<file path="src/rtl/golay_syn_dec.sv">
// rtl/golay_syn_dec.sv - iterative hard-decision decoder for the extended Golay (24,12) code
//
// golay_pkg     : B_ROWS, the symmetric 12x12 parity matrix (B*B = I), and
//                 golay_matrix(i), the generator row [e_i | b_i].
// golay_syn_dec : clk, rst (sync, active-high)
//                 input side  : i_vld, i_rdy, i_code[0:23] = {wL, wR}
//                 output side : o_vld, o_rdy, o_data[0:11], o_err[1:0], o_fail
//                 Corrects up to 3 bit errors and flags 4-error words as
//                 uncorrectable. One word is in flight at a time.

package golay_pkg;

    localparam logic [0:11] B_ROWS [0:11] = '{
        12'b110111000101,
        12'b101110001011,
        12'b011100010111,
        12'b111000101101,
        12'b110001011011,
        12'b100010110111,
        12'b000101101111,
        12'b001011011101,
        12'b010110111001,
        12'b101101110001,
        12'b011011100011,
        12'b111111111110
    };

    // Systematic generator row: identity bit i on the left, parity row b_i on the right.
    function automatic logic [0:23] golay_matrix(input logic [3:0] i);
        logic [0:11] unit;
        unit = 12'h800 >> i;
        return {unit, B_ROWS[i]};
    endfunction

endpackage

module golay_syn_dec
    import golay_pkg::*;
(
    input  logic        clk,
    input  logic        rst,
    input  logic        i_vld,
    output logic        i_rdy,
    input  logic [0:23] i_code,
    output logic        o_vld,
    input  logic        o_rdy,
    output logic [0:11] o_data,
    output logic [1:0]  o_err,
    output logic        o_fail
);

    typedef enum logic [2:0] {IDLE, SYN, SRCH1, SYN2, SRCH2, DONE} state_t;

    function automatic logic [3:0] wt12(input logic [0:11] v);
        logic [3:0] c;
        c = 4'd0;
        for (int k = 0; k < 12; k++) c = c + {3'b000, v[k]};
        return c;
    endfunction

    function automatic logic [0:11] unit12(input logic [3:0] i);
        return 12'h800 >> i;
    endfunction

    state_t      state_q, state_d;
    logic [0:23] w_q, w_d;
    logic [0:11] s_q, s_d;
    logic [0:11] sb_q, sb_d;
    logic [3:0]  idx_q, idx_d;
    // Only the message half of the error pattern affects the output, so only it is kept.
    logic [0:11] e_q, e_d;
    logic [1:0]  err_q, err_d;
    logic        fail_q, fail_d;

    logic [0:11] b_row [0:11];
    logic [0:23] g_row;
    logic [0:11] s_calc, sb_calc, b_sel, t1, t2;
    logic [3:0]  ws, wsb, wt1, wt2;

    always_comb begin
        g_row = '0;
        for (int k = 0; k < 12; k++) begin
            g_row    = golay_matrix(4'(k));
            b_row[k] = g_row[12:23];
        end
    end

    // Syndromes: s = wL ^ wR*B, and sB = s*B (the syndrome seen from the parity half).
    always_comb begin
        s_calc  = w_q[0:11];
        sb_calc = '0;
        for (int k = 0; k < 12; k++) begin
            if (w_q[12 + k]) s_calc  = s_calc ^ b_row[k];
            if (s_q[k])      sb_calc = sb_calc ^ b_row[k];
        end
    end

    assign b_sel = b_row[idx_q];
    assign t1    = s_q ^ b_sel;
    assign t2    = sb_q ^ b_sel;
    assign ws    = wt12(s_calc);
    assign wsb   = wt12(sb_calc);
    assign wt1   = wt12(t1);
    assign wt2   = wt12(t2);

    always_comb begin
        state_d = state_q;
        w_d     = w_q;
        s_d     = s_q;
        sb_d    = sb_q;
        idx_d   = idx_q;
        e_d     = e_q;
        err_d   = err_q;
        fail_d  = fail_q;
        case (state_q)
            IDLE: begin
                if (i_vld) begin
                    w_d     = i_code;
                    state_d = SYN;
                end
            end
            SYN: begin
                s_d    = s_calc;
                fail_d = 1'b0;
                if (ws <= 4'd3) begin
                    e_d     = s_calc;
                    err_d   = ws[1:0];
                    state_d = DONE;
                end else begin
                    idx_d   = 4'd0;
                    state_d = SRCH1;
                end
            end
            SRCH1: begin
                if (wt1 <= 4'd2) begin
                    e_d     = t1;
                    err_d   = wt1[1:0] + 2'd1;
                    state_d = DONE;
                end else if (idx_q == 4'd11) begin
                    state_d = SYN2;
                end else begin
                    idx_d = idx_q + 4'd1;
                end
            end
            SYN2: begin
                sb_d = sb_calc;
                if (wsb <= 4'd3) begin
                    e_d     = '0;
                    err_d   = wsb[1:0];
                    state_d = DONE;
                end else begin
                    idx_d   = 4'd0;
                    state_d = SRCH2;
                end
            end
            SRCH2: begin
                if (wt2 <= 4'd2) begin
                    e_d     = unit12(idx_q);
                    err_d   = wt2[1:0] + 2'd1;
                    state_d = DONE;
                end else if (idx_q == 4'd11) begin
                    e_d     = '0;
                    err_d   = 2'd0;
                    fail_d  = 1'b1;
                    state_d = DONE;
                end else begin
                    idx_d = idx_q + 4'd1;
                end
            end
            DONE: begin
                if (o_rdy) state_d = IDLE;
            end
            default: state_d = IDLE;
        endcase
    end

    always_ff @(posedge clk) begin
        if (rst) begin
            state_q <= IDLE;
            w_q     <= '0;
            s_q     <= '0;
            sb_q    <= '0;
            idx_q   <= '0;
            e_q     <= '0;
            err_q   <= '0;
            fail_q  <= 1'b0;
        end else begin
            state_q <= state_d;
            w_q     <= w_d;
            s_q     <= s_d;
            sb_q    <= sb_d;
            idx_q   <= idx_d;
            e_q     <= e_d;
            err_q   <= err_d;
            fail_q  <= fail_d;
        end
    end

    assign i_rdy  = (state_q == IDLE);
    assign o_vld  = (state_q == DONE);
    assign o_data = o_vld ? (w_q[0:11] ^ e_q) : '0;
    assign o_err  = o_vld ? err_q : 2'd0;
    assign o_fail = o_vld & fail_q;

endmodule

</file>
<file path="config.mk">
export PLATFORM = sky130hd
export DESIGN_NAME = golay_syn_dec
export DESIGN_NICKNAME = d
export VERILOG_FILES = /design/src/rtl/golay_syn_dec.sv
export SDC_FILE = /design/constraint.sdc
export NUM_CORES = 1
export LEC_CHECK = 0
export BUFFER_PORTS_ARGS = -buffer_cell sky130_fd_sc_hd__buf_4
export CAP_MARGIN = 15
export CELL_PAD_IN_SITES_DETAIL_PLACEMENT = 1
export CELL_PAD_IN_SITES_GLOBAL_PLACEMENT = 2
export CORE_MARGIN = 5
export CORE_UTILIZATION = 37
export DETAILED_ROUTE_END_ITERATION = 10
export PLACE_DENSITY = 0.88
export SETUP_SLACK_MARGIN = 0.02
export SYNTH_ARGS = -nofsm -noshare
export SYNTH_HDL_FRONTEND = slang
export SYNTH_SLANG_ARGS = --single-unit
</file>
<file path="constraint.sdc">
create_clock -name clk -period 8.4 [get_ports clk]
set_clock_uncertainty 0.05 [all_clocks]
set_input_delay 1.68 -clock clk [delete_from_list [all_inputs] [get_ports clk]]
set_output_delay 1.68 -clock clk [all_outputs]
set_load 0.01 [all_outputs]
</file>
==> flow_summary.ini, run 1 <==
[clock_tree]
cts_resized = 0
root_buffer = clkbuf_16
ctsHtreeMaxLevel = 3
cts_hold_buf = 0
clk_pin_slew_ns = 0.06
numCtsBuffers = 9
cts_tree = done
clock_sinks = 70
post-cts-setup-buffers = 0
clk_path_buf_depth = 2
clk_latency_ns = 0.35

[grt]
grt_overflow = 0
grt_pass1_vias = 5099
grt_antenna_before_repair = 1
grt_usage_pct = 19.1
grt_pass1_wl_um = 27300
grt_max_degree = 74

[placement]
portBuffers = 44
dp_hpwl_um = 13200
dpl_cell_area_um2 = 6120
gp_congestion = 0.906

[die]
std_cell_rows = 45
die_h_um = 135
ios = 45
fp.dieW_um = 135
core_um2 = 15200
initial_utilization_pct = 37.8
dieArea_um2 = 18100

[detailed_routing]
drc = 0
wl_um = 16600
vias_per_cell = 5.21
drtPass1Iterations = 4
ant_nets = 0
wl_per_cell_um = 18.7
vias = 4644
drt-initial-drc-count = 249

[worst_hold_path]
worstHoldStart = sb_q[0]
hold_path_end = sb_q[0]
hp-class = reg2reg
holdPathStages = 2

[run]
maxCapViolCount = 0

[worst_setup_path]
arrival_ns = 6.95
critPathKind = reg2reg
reg2reg_from = idx_q[0]
end_kind = flip-flop
worstPathMaxFanout = 13
rr_worst_depth = 21
startpoint = idx_q[0]
crit_required_ns = 8.55
reg2reg_slack_ns = 1.59
start_kind = flip-flop
reg2reg_to = e_q[3]

[run_status]
status = finished clean

[cells_and_area]
mostFrequentLayoutCell = xnor2_1
fin_area_um2 = 6410
nets = 782
area_growth_pct = 11.6
antenna_cells = 0
final_cell_mix = xnor2_1, nand2_1, nor2_1
drive_gt1_share_pct = 11.5

[synth]
syn_area_um2 = 5750
synth_top_flop_cell = dfxtp_1
synth_edf_count = 0
yosys_register_bits = 70
async_reset_ff_share_pct = 0
netlist_instances = 688
synth_cell_types = 61
ys_seq_area_share_pct = 24.4
syn_nets = 771
yosysWarningCount = 0
synth.avg_cell_area_um2 = 8.36

[timing]
max-slew-margin-rel_pct = 46.3
worstMarginPinSlew_ns = 0.806
setup_viol = 0
period_needed_ns = 6.81
hold_viol = 0
rsz0062_at_grt = false
period_share_pct = 81.0
clock.fmax_mhz = 147
maxSlewViolCount = 0
final.setup.tns_ns = 0
## cell usage after synthesis, types with 3 or more instances
cell type  instances  area (µm²)
a211oi_1          16         120
a211oi_2           3        37.5
a21oi_1           48         240
and2_1             9        56.3
buf_2             13        65.1
clkbuf_1          28         105
dfxtp_1           70        1400
fa_1              28         561
ha_1              27         338
inv_1             38         143
nand2_1           92         345
nand2b_1          11        68.8
nor2_1            71         267
nor2b_1            6        37.5
nor3_1            17        85.1
o21a_1             4        30.0
o21ai_0           11        55.1
o22ai_1            6        37.5
o31ai_1            5        37.5
xnor2_1          101         885
xnor3_1            3        67.6
xor2_1            31         272
## cell type report
type / instances / area (µm²)
Fill cell: 1813 / 8790
Inverter: 38 / 143
Clock inverter: 5 / 58.8
Clock buffer: 11 / 233
Multi-Input combinational cell: 535 / 4010
Sequential cell: 70 / 1400
Timing Repair Buffer: 45 / 338
Tap cell: 188 / 235
## stage by stage
step                      cells  setup WS [ns]  utilization, %  hold slack [ns]
after floorplan             688           2.21               -            0.382
after global placement      876           1.92            40.3            0.414
after detailed placement    876           1.64            40.3            0.418
after CTS                   892           1.60            42.2            0.428
after global routing        892           1.17            42.2            0.444
final                       892           1.59            42.2            0.431
## per-layer routing
layer,part of all wire [%],track usage (%),up-vias
li1,-,-,2261
met1,44,23.8,2284
met2,52,33.6,78
met3,3.2,4.10,19
met4,1.2,5.03,2
met5,0.078,0,-
## critical path: stages, from the launching register on
cell and delay, ns:
dfxtp_1 0.58, inv_1 0.18, ha_1 0.37, and2_1 0.17, a211oi_1 0.41, xor2_1 0.17, fa_1 0.58, fa_1 0.44
fa_1 0.52, fa_1 0.56, inv_1 0.05, ha_1 0.21, inv_1 0.08, fa_1 0.45, inv_1 0.08, ha_1 0.15
o22ai_2 0.12, a211oi_4 0.37, o22ai_2 0.16, or3_1 0.55, a221oi_2 0.29, a211oi_2 0.11
## logic make-up (layout without fill, tap and decap cells)
group | Yosys count | count (layout) | synth area share (%)
DFF | 70 | 70 | 24.4
AOI/OAI and AO/OA | 118 | 118 | 14.3
muxes | 2 | 2 | 0.392
buffers and inverters | 83 | 99 | 5.96
xor gates and xnor gates | 137 | 137 | 21.8
and+or+nand+nor | 223 | 223 | 17.5
adders and majority gates | 55 | 55 | 15.6
## sequential cells by signal (all words and copies together), names as in the netlist
name	count
sb_q	12
err_q	2
w_q	24
fail_q	1
idx_q	4
state_q	3
s_q	12
e_q	12
## worst max path at each step
stage | to | slack [ns] | cells past startpoint
2_1_floorplan | e_q[3] | 2.21 | 23
5_1_grt | e_q[7] | 1.17 | 21
3_3_place_gp | e_q[6] | 1.92 | 21
6_report | e_q[3] | 1.59 | 21
3_5_place_dp | e_q[3] | 1.64 | 21
4_1_cts | e_q[3] | 1.60 | 21
Power of run 1 is left out: the tool's default activity adds up to more than one toggle a clock period on the data nets, which glitch-free logic cannot reach.
==> run 2, diff against run 1 <==
CORE_UTILIZATION = 34   (was 37)
PLACE_DENSITY = 0.86   (was 0.88)
clock period = 5.75 ns   (was 8.4 ns; I/O delays follow)
==> run 2 against run 1 <==
Net effect: the run now ends with setup timing left; sequential cell count stayed put; global-route usage is 0.60 points lower; final cell count is 13% higher; hold slack better by 0.0082 ns; die area is 8.2% higher; critical path depth is 5 higher; register-to-register slack worse by 1.6 ns; fmax is 17% higher; routed wire length is 14% higher; highest routed layer is now met4.
==> flow_summary.ini, run 2 (synthesis results as in run 1) <==
[clock_tree]
clk_path_buf_depth = 2
root_buffer = clkbuf_16
clock_sinks = 70
clk_latency_ns = 0.35
ctsHtreeMaxLevel = 3
numCtsBuffers = 9
cts_tree = done
cts_hold_buf = 0
clk_pin_slew_ns = 0.06

[worst_setup_path]
worstPathMaxFanout = 5
reg2reg_from = idx_q[0]
end_kind = flip-flop
reg2reg_to = e_q[6]
crit_required_ns = 5.90
arrival_ns = 5.94
start_kind = flip-flop
rr_worst_depth = 26
critPathKind = reg2reg
reg2reg_slack_ns = -0.04

[detailed_routing]
vias_per_cell = 5.06
vias = 5086
wl_per_cell_um = 18.9
drc = 0
drt-initial-drc-count = 208
drtPass1Iterations = 4
ant_nets = 0
wl_um = 19000

[die]
dieArea_um2 = 19600
core_um2 = 16600
ios = 45
fp.dieW_um = 140
die_h_um = 140
initial_utilization_pct = 34.7
std_cell_rows = 47

[worst_hold_path]
hp-class = reg2reg
hold_path_end = sb_q[7]
worstHoldStart = sb_q[7]
holdPathStages = 2

[run_status]
status = finished, violations left
violations = setup timing

[cells_and_area]
drive_gt1_share_pct = 29.7
area_growth_pct = 32.3
largest_reg_flops = 24
final_cell_mix = buf_4, nand2_1, xnor2_1
antenna_cells = 0
nets = 863
ff_latch_area_um2 = 1410
mostFrequentLayoutCell = buf_4
multi_input_area_um2 = 4450
nFillCells = 1938
final_util_pct = 45.9
top_register = w_q

[placement]
gp_congestion = 0.913
portBuffers = 44
dp_hpwl_um = 14200

[timing]
setup_viol = 7
period_share_pct = 101
worst_slack_ns = -0.0424
clock.fmax_mhz = 173
max-slew-margin-rel_pct = 41.4
period_needed_ns = 5.79
worstMarginPinSlew_ns = 0.876
hold_viol = 0
rsz0062_at_grt = true
maxSlewViolCount = 0

[grt]
grt_antenna_before_repair = 0
grt_overflow = 0
grt_max_degree = 74
grt_pass1_wl_um = 28900
grt_pass1_vias = 5405
grt_usage_pct = 18.5

[run]
maxCapViolCount = 0
## run 2: changes by cell type in the layout (fill, tap and decap cells not counted), moves of 6 or more
cell | previous run | this run
buf_6 | 0 | 10
nor2_1 | 71 | 65
buf_4 | 45 | 113
xnor2_1 | 101 | 88
inv_1 | 38 | 32
ha_1 | 27 | 20
xnor2_2 | 0 | 12
a211oi_1 | 16 | 10
xor2_1 | 31 | 25
## run 2: layout make-up
type	instances	share of cell area [%]
clock buffer	10	3.14
clock inverter	6	0.609
tap	220	3.62
multi-input combinational	535	58.6
sequential	70	18.6
timing repair buffer	126	13.5
inverter	38	1.97
## run 2: worst max-delay path: stages, from the launching register on
cell,delay (ns)
dfxtp_4,0.41
inv_4,0.05
ha_4,0.24
and2_4,0.15
a211oi_4,0.17
buf_4,0.19
xnor2_4,0.07
fa_1,0.54
inv_2,0.05
fa_1,0.55
inv_2,0.04
fa_1,0.48
fa_1,0.57
ha_2,0.18
inv_1,0.05
fa_1,0.47
inv_1,0.08
ha_2,0.17
nor2_2,0.04
nor2_2,0.13
a21oi_2,0.11
buf_6,0.15
nor3_4,0.18
buf_6,0.16
buf_12,0.12
o211a_1,0.17
nor3_1,0.05
## run 2: worst max path at each step
stage                     cells after the start  slack (ns)        to  startpoint
after floorplan                              23        0.02    e_q[3]    idx_q[1]
after global placement                       17     -0.0004    e_q[3]     w_q[21]
after detailed placement                     21       -0.19    e_q[3]    idx_q[0]
after CTS                                    23       -0.05    e_q[9]    idx_q[0]
after global routing                         26       -0.19  err_q[0]    idx_q[0]
final                                        26       -0.04    e_q[6]    idx_q[0]
## run 2: through the flow
stage               instance area, µm²  setup TNS (ns)  instances  hold WS [ns]  setup WS (ns)
global placement                  6710       -0.000416        975         0.417      -0.000416
CTS                               7290          -0.123        999         0.442        -0.0523
finish                            7600          -0.131       1005         0.439        -0.0424
floorplan                         5790               0        688         0.382         0.0208
global route                      7600           -2.59       1005         0.457         -0.187
detailed placement                6710           -1.90        975         0.424         -0.189
## run 2: timing repair
item | 4_1_cts | 5_1_grt
setup endpoints to repair | 19 | 19
buffers inserted | 7 | 10
gates resized for setup | 47 | 56
cloned | 1 | 1
pin swaps | 38 | 45
hold endpoints to repair | 0 | 0
## run 2: layer usage
layer / GRT usage (%) / share of wire [%] / up-vias
met5: 0 / 0 / -
met4: 5.61 / 2.7 / 0
met3: 2.93 / 3.0 / 34
met2: 33.3 / 52 / 98
met1: 22.8 / 42 / 2533
li1: - / - / 2421
Power of run 2 is left out for the same reason.
==> run 3, diff against run 2 <==
--- a/config.mk
+++ b/config.mk
@@ -7,2 +7,3 @@
 export LEC_CHECK = 0
+export ABC_AREA = 1
 export BUFFER_PORTS_ARGS = -buffer_cell sky130_fd_sc_hd__buf_4
@@ -12,5 +13,5 @@
 export CORE_MARGIN = 5
-export CORE_UTILIZATION = 34
+export CORE_UTILIZATION = 31
 export DETAILED_ROUTE_END_ITERATION = 10
-export PLACE_DENSITY = 0.86
+export PLACE_DENSITY = 0.85
 export SETUP_SLACK_MARGIN = 0.02
--- a/constraint.sdc
+++ b/constraint.sdc
@@ -4,2 +4,2 @@
 set_output_delay 1.15 -clock clk [all_outputs]
-set_load 0.01 [all_outputs]
+set_load 0.05 [all_outputs]
==> run 3 against run 2 <==
Net effect: highest routed layer unchanged; via count rose by 22%; the run now ends clean; global-route usage decreased by 0.53 points; design area grew 0.20%; non-clock buffer count down 58.
==> flow_summary.ini, run 3 <==
[cells_and_area]
largest_reg_flops = 24
layout.cells.non_filler = 1315
nFillCells = 2663
drive_gt1_share_pct = 11.1
area_growth_pct = 15.4
final_cell_mix = nand2_1, inv_1, dfxtp_1
top_register = w_q
antenna_cells = 0
nets = 1118
mostFrequentLayoutCell = nand2_1

[detailed_routing]
wl_um = 21400
vias = 6229
ant_nets = 0
drtPass1Iterations = 4
vias_per_cell = 4.74
wl_per_cell_um = 16.3
drt-initial-drc-count = 279
drc = 0

[clock_tree]
clk_latency_ns = 0.36
numCtsBuffers = 9
clk_pin_slew_ns = 0.08
clock_sinks = 70
clk_path_buf_depth = 2
root_buffer = clkbuf_16
cts_tree = done
cts_hold_buf = 0
ctsHtreeMaxLevel = 3

[synth]
async_reset_ff_share_pct = 0
netlist_instances = 1000
syn_area_um2 = 6600
synth_edf_count = 0
ys_seq_area_share_pct = 21.2
yosys_register_bits = 70
synth_top_flop_cell = dfxtp_1
synth_area_leaders = dfxtp_1, nand2_1, xnor2_1, fa_1, inv_1
synthDominantCellAreaShare_pct = 21.2
synth_cell_types = 33
yosysTopAreaCell = dfxtp_1
yosysWarningCount = 0
synth.avg_cell_area_um2 = 6.60
synth_common_cells = nand2_1, inv_1, dfxtp_1, nor2_1, xnor2_1
yosysMostFrequentCell = nand2_1
syn_nets = 1083

[timing]
period_share_pct = 94.5
setup_viol = 0
hold_viol = 0
max-slew-margin-rel_pct = 54.4
clock.fmax_mhz = 184
period_needed_ns = 5.43
worstMarginPinSlew_ns = 0.683
maxSlewViolCount = 0

[worst_setup_path]
crit_required_ns = 5.94
worstPathMaxFanout = 23
max_stage_delay_ns = 0.55
reg2reg_from = idx_q[2]
reg2reg_to = e_q[9]
startpoint = idx_q[2]
crit_top_cell = fa_1
end_kind = flip-flop
reg2reg_slack_ns = 0.32
rr_worst_depth = 25
worstSetupEndpoint = e_q[9]
slowest_stage = fa_1
arrival_ns = 5.62
critPathKind = reg2reg
start_kind = flip-flop

[run_status]
status = finished clean

[grt]
grt_pass1_wl_um = 34200
grt_usage_pct = 18.0
grt_overflow = 0
grt_max_degree = 43
grt_pass1_vias = 6332
grt_antenna_before_repair = 0

[die]
core_um2 = 21000
fp.dieW_um = 156
ios = 45
dieArea_um2 = 24300
initial_utilization_pct = 31.4
die_h_um = 156
std_cell_rows = 53

[run]
maxCapViolCount = 0

[placement]
placed_cells = 1297
portBuffers = 44
dp_hpwl_um = 17300
gp_congestion = 0.876

[worst_hold_path]
hp-class = reg2reg
==> run 3: worst min-delay path by stage <==
| stage | endpoint | cells past startpoint | from |
|---|---|---|---|
| 2_1_floorplan | fail_q | 2 | fail_q |
| 5_1_grt | fail_q | 2 | fail_q |
| 4_1_cts | fail_q | 2 | fail_q |
| 3_5_place_dp | fail_q | 2 | fail_q |
| 6_report | fail_q | 2 | fail_q |
| 3_3_place_gp | fail_q | 2 | fail_q |
==> run 3: critical path, delay by kind of cell (launching register included) <==
family,cells,cell delay [ns]
flops,1,0.37
fa+ha+maj,7,2.80
buf+inv,5,0.46
simple gates,12,1.40
xor+xnor,1,0.21
==> run 3: cell families after synthesis <==
family	count (synthesis)	synth area share, %
buf+inv	184	11.1
xor+xnor	124	16.4
flops	70	21.2
fa+ha+maj	55	13.6
simple gates	436	27.6
compound gates	131	10.1
==> run 3: cell type report <==
type	count	area [µm²]	area share, %
Clock inverter	7	65.1	0.854
Inverter	140	529	6.95
Sequential cell	70	1410	18.5
Timing Repair Buffer	68	523	6.86
Tap cell	275	344	4.52
Multi-Input combinational cell	746	4520	59.4
Clock buffer	9	225	2.96
==> run 3: stage by stage <==
stage / worst slack (ns) / util, % / hold WS (ns) / area (µm²) / setup TNS (ns)
floorplan: 0.421 / - / 0.389 / 6600 / 0
global placement: 0.196 / 34.5 / 0.400 / 7250 / 0
detailed placement: 0.0616 / 34.5 / 0.414 / 7250 / 0
CTS: 0.0232 / 35.9 / 0.427 / 7550 / 0
global route: -0.000769 / 36.2 / 0.458 / 7620 / -0.000769
finish: 0.319 / 36.2 / 0.422 / 7620 / 0
==> run 3: repair_timing <==
action                                 in CTS  in global routing
gates resized for setup                     1                 19
endpoints found under the hold margin       0                  0
pin swaps                                   0                  2
setup endpoints to repair                   2                 21
gates cloned                                0                  0
buffers inserted                            0                  2
==> run 3: per-layer routing <==
| layer | track usage [%] | part of all wire, % |
|---|---|---|
| met3 | 2.30 | 2.9 |
| met4 | 6.88 | 2.9 |
| met2 | 29.9 | 46 |
| met5 | 0 | 0 |
| met1 | 23.8 | 48 |
Power of run 3 is left out for the same reason.
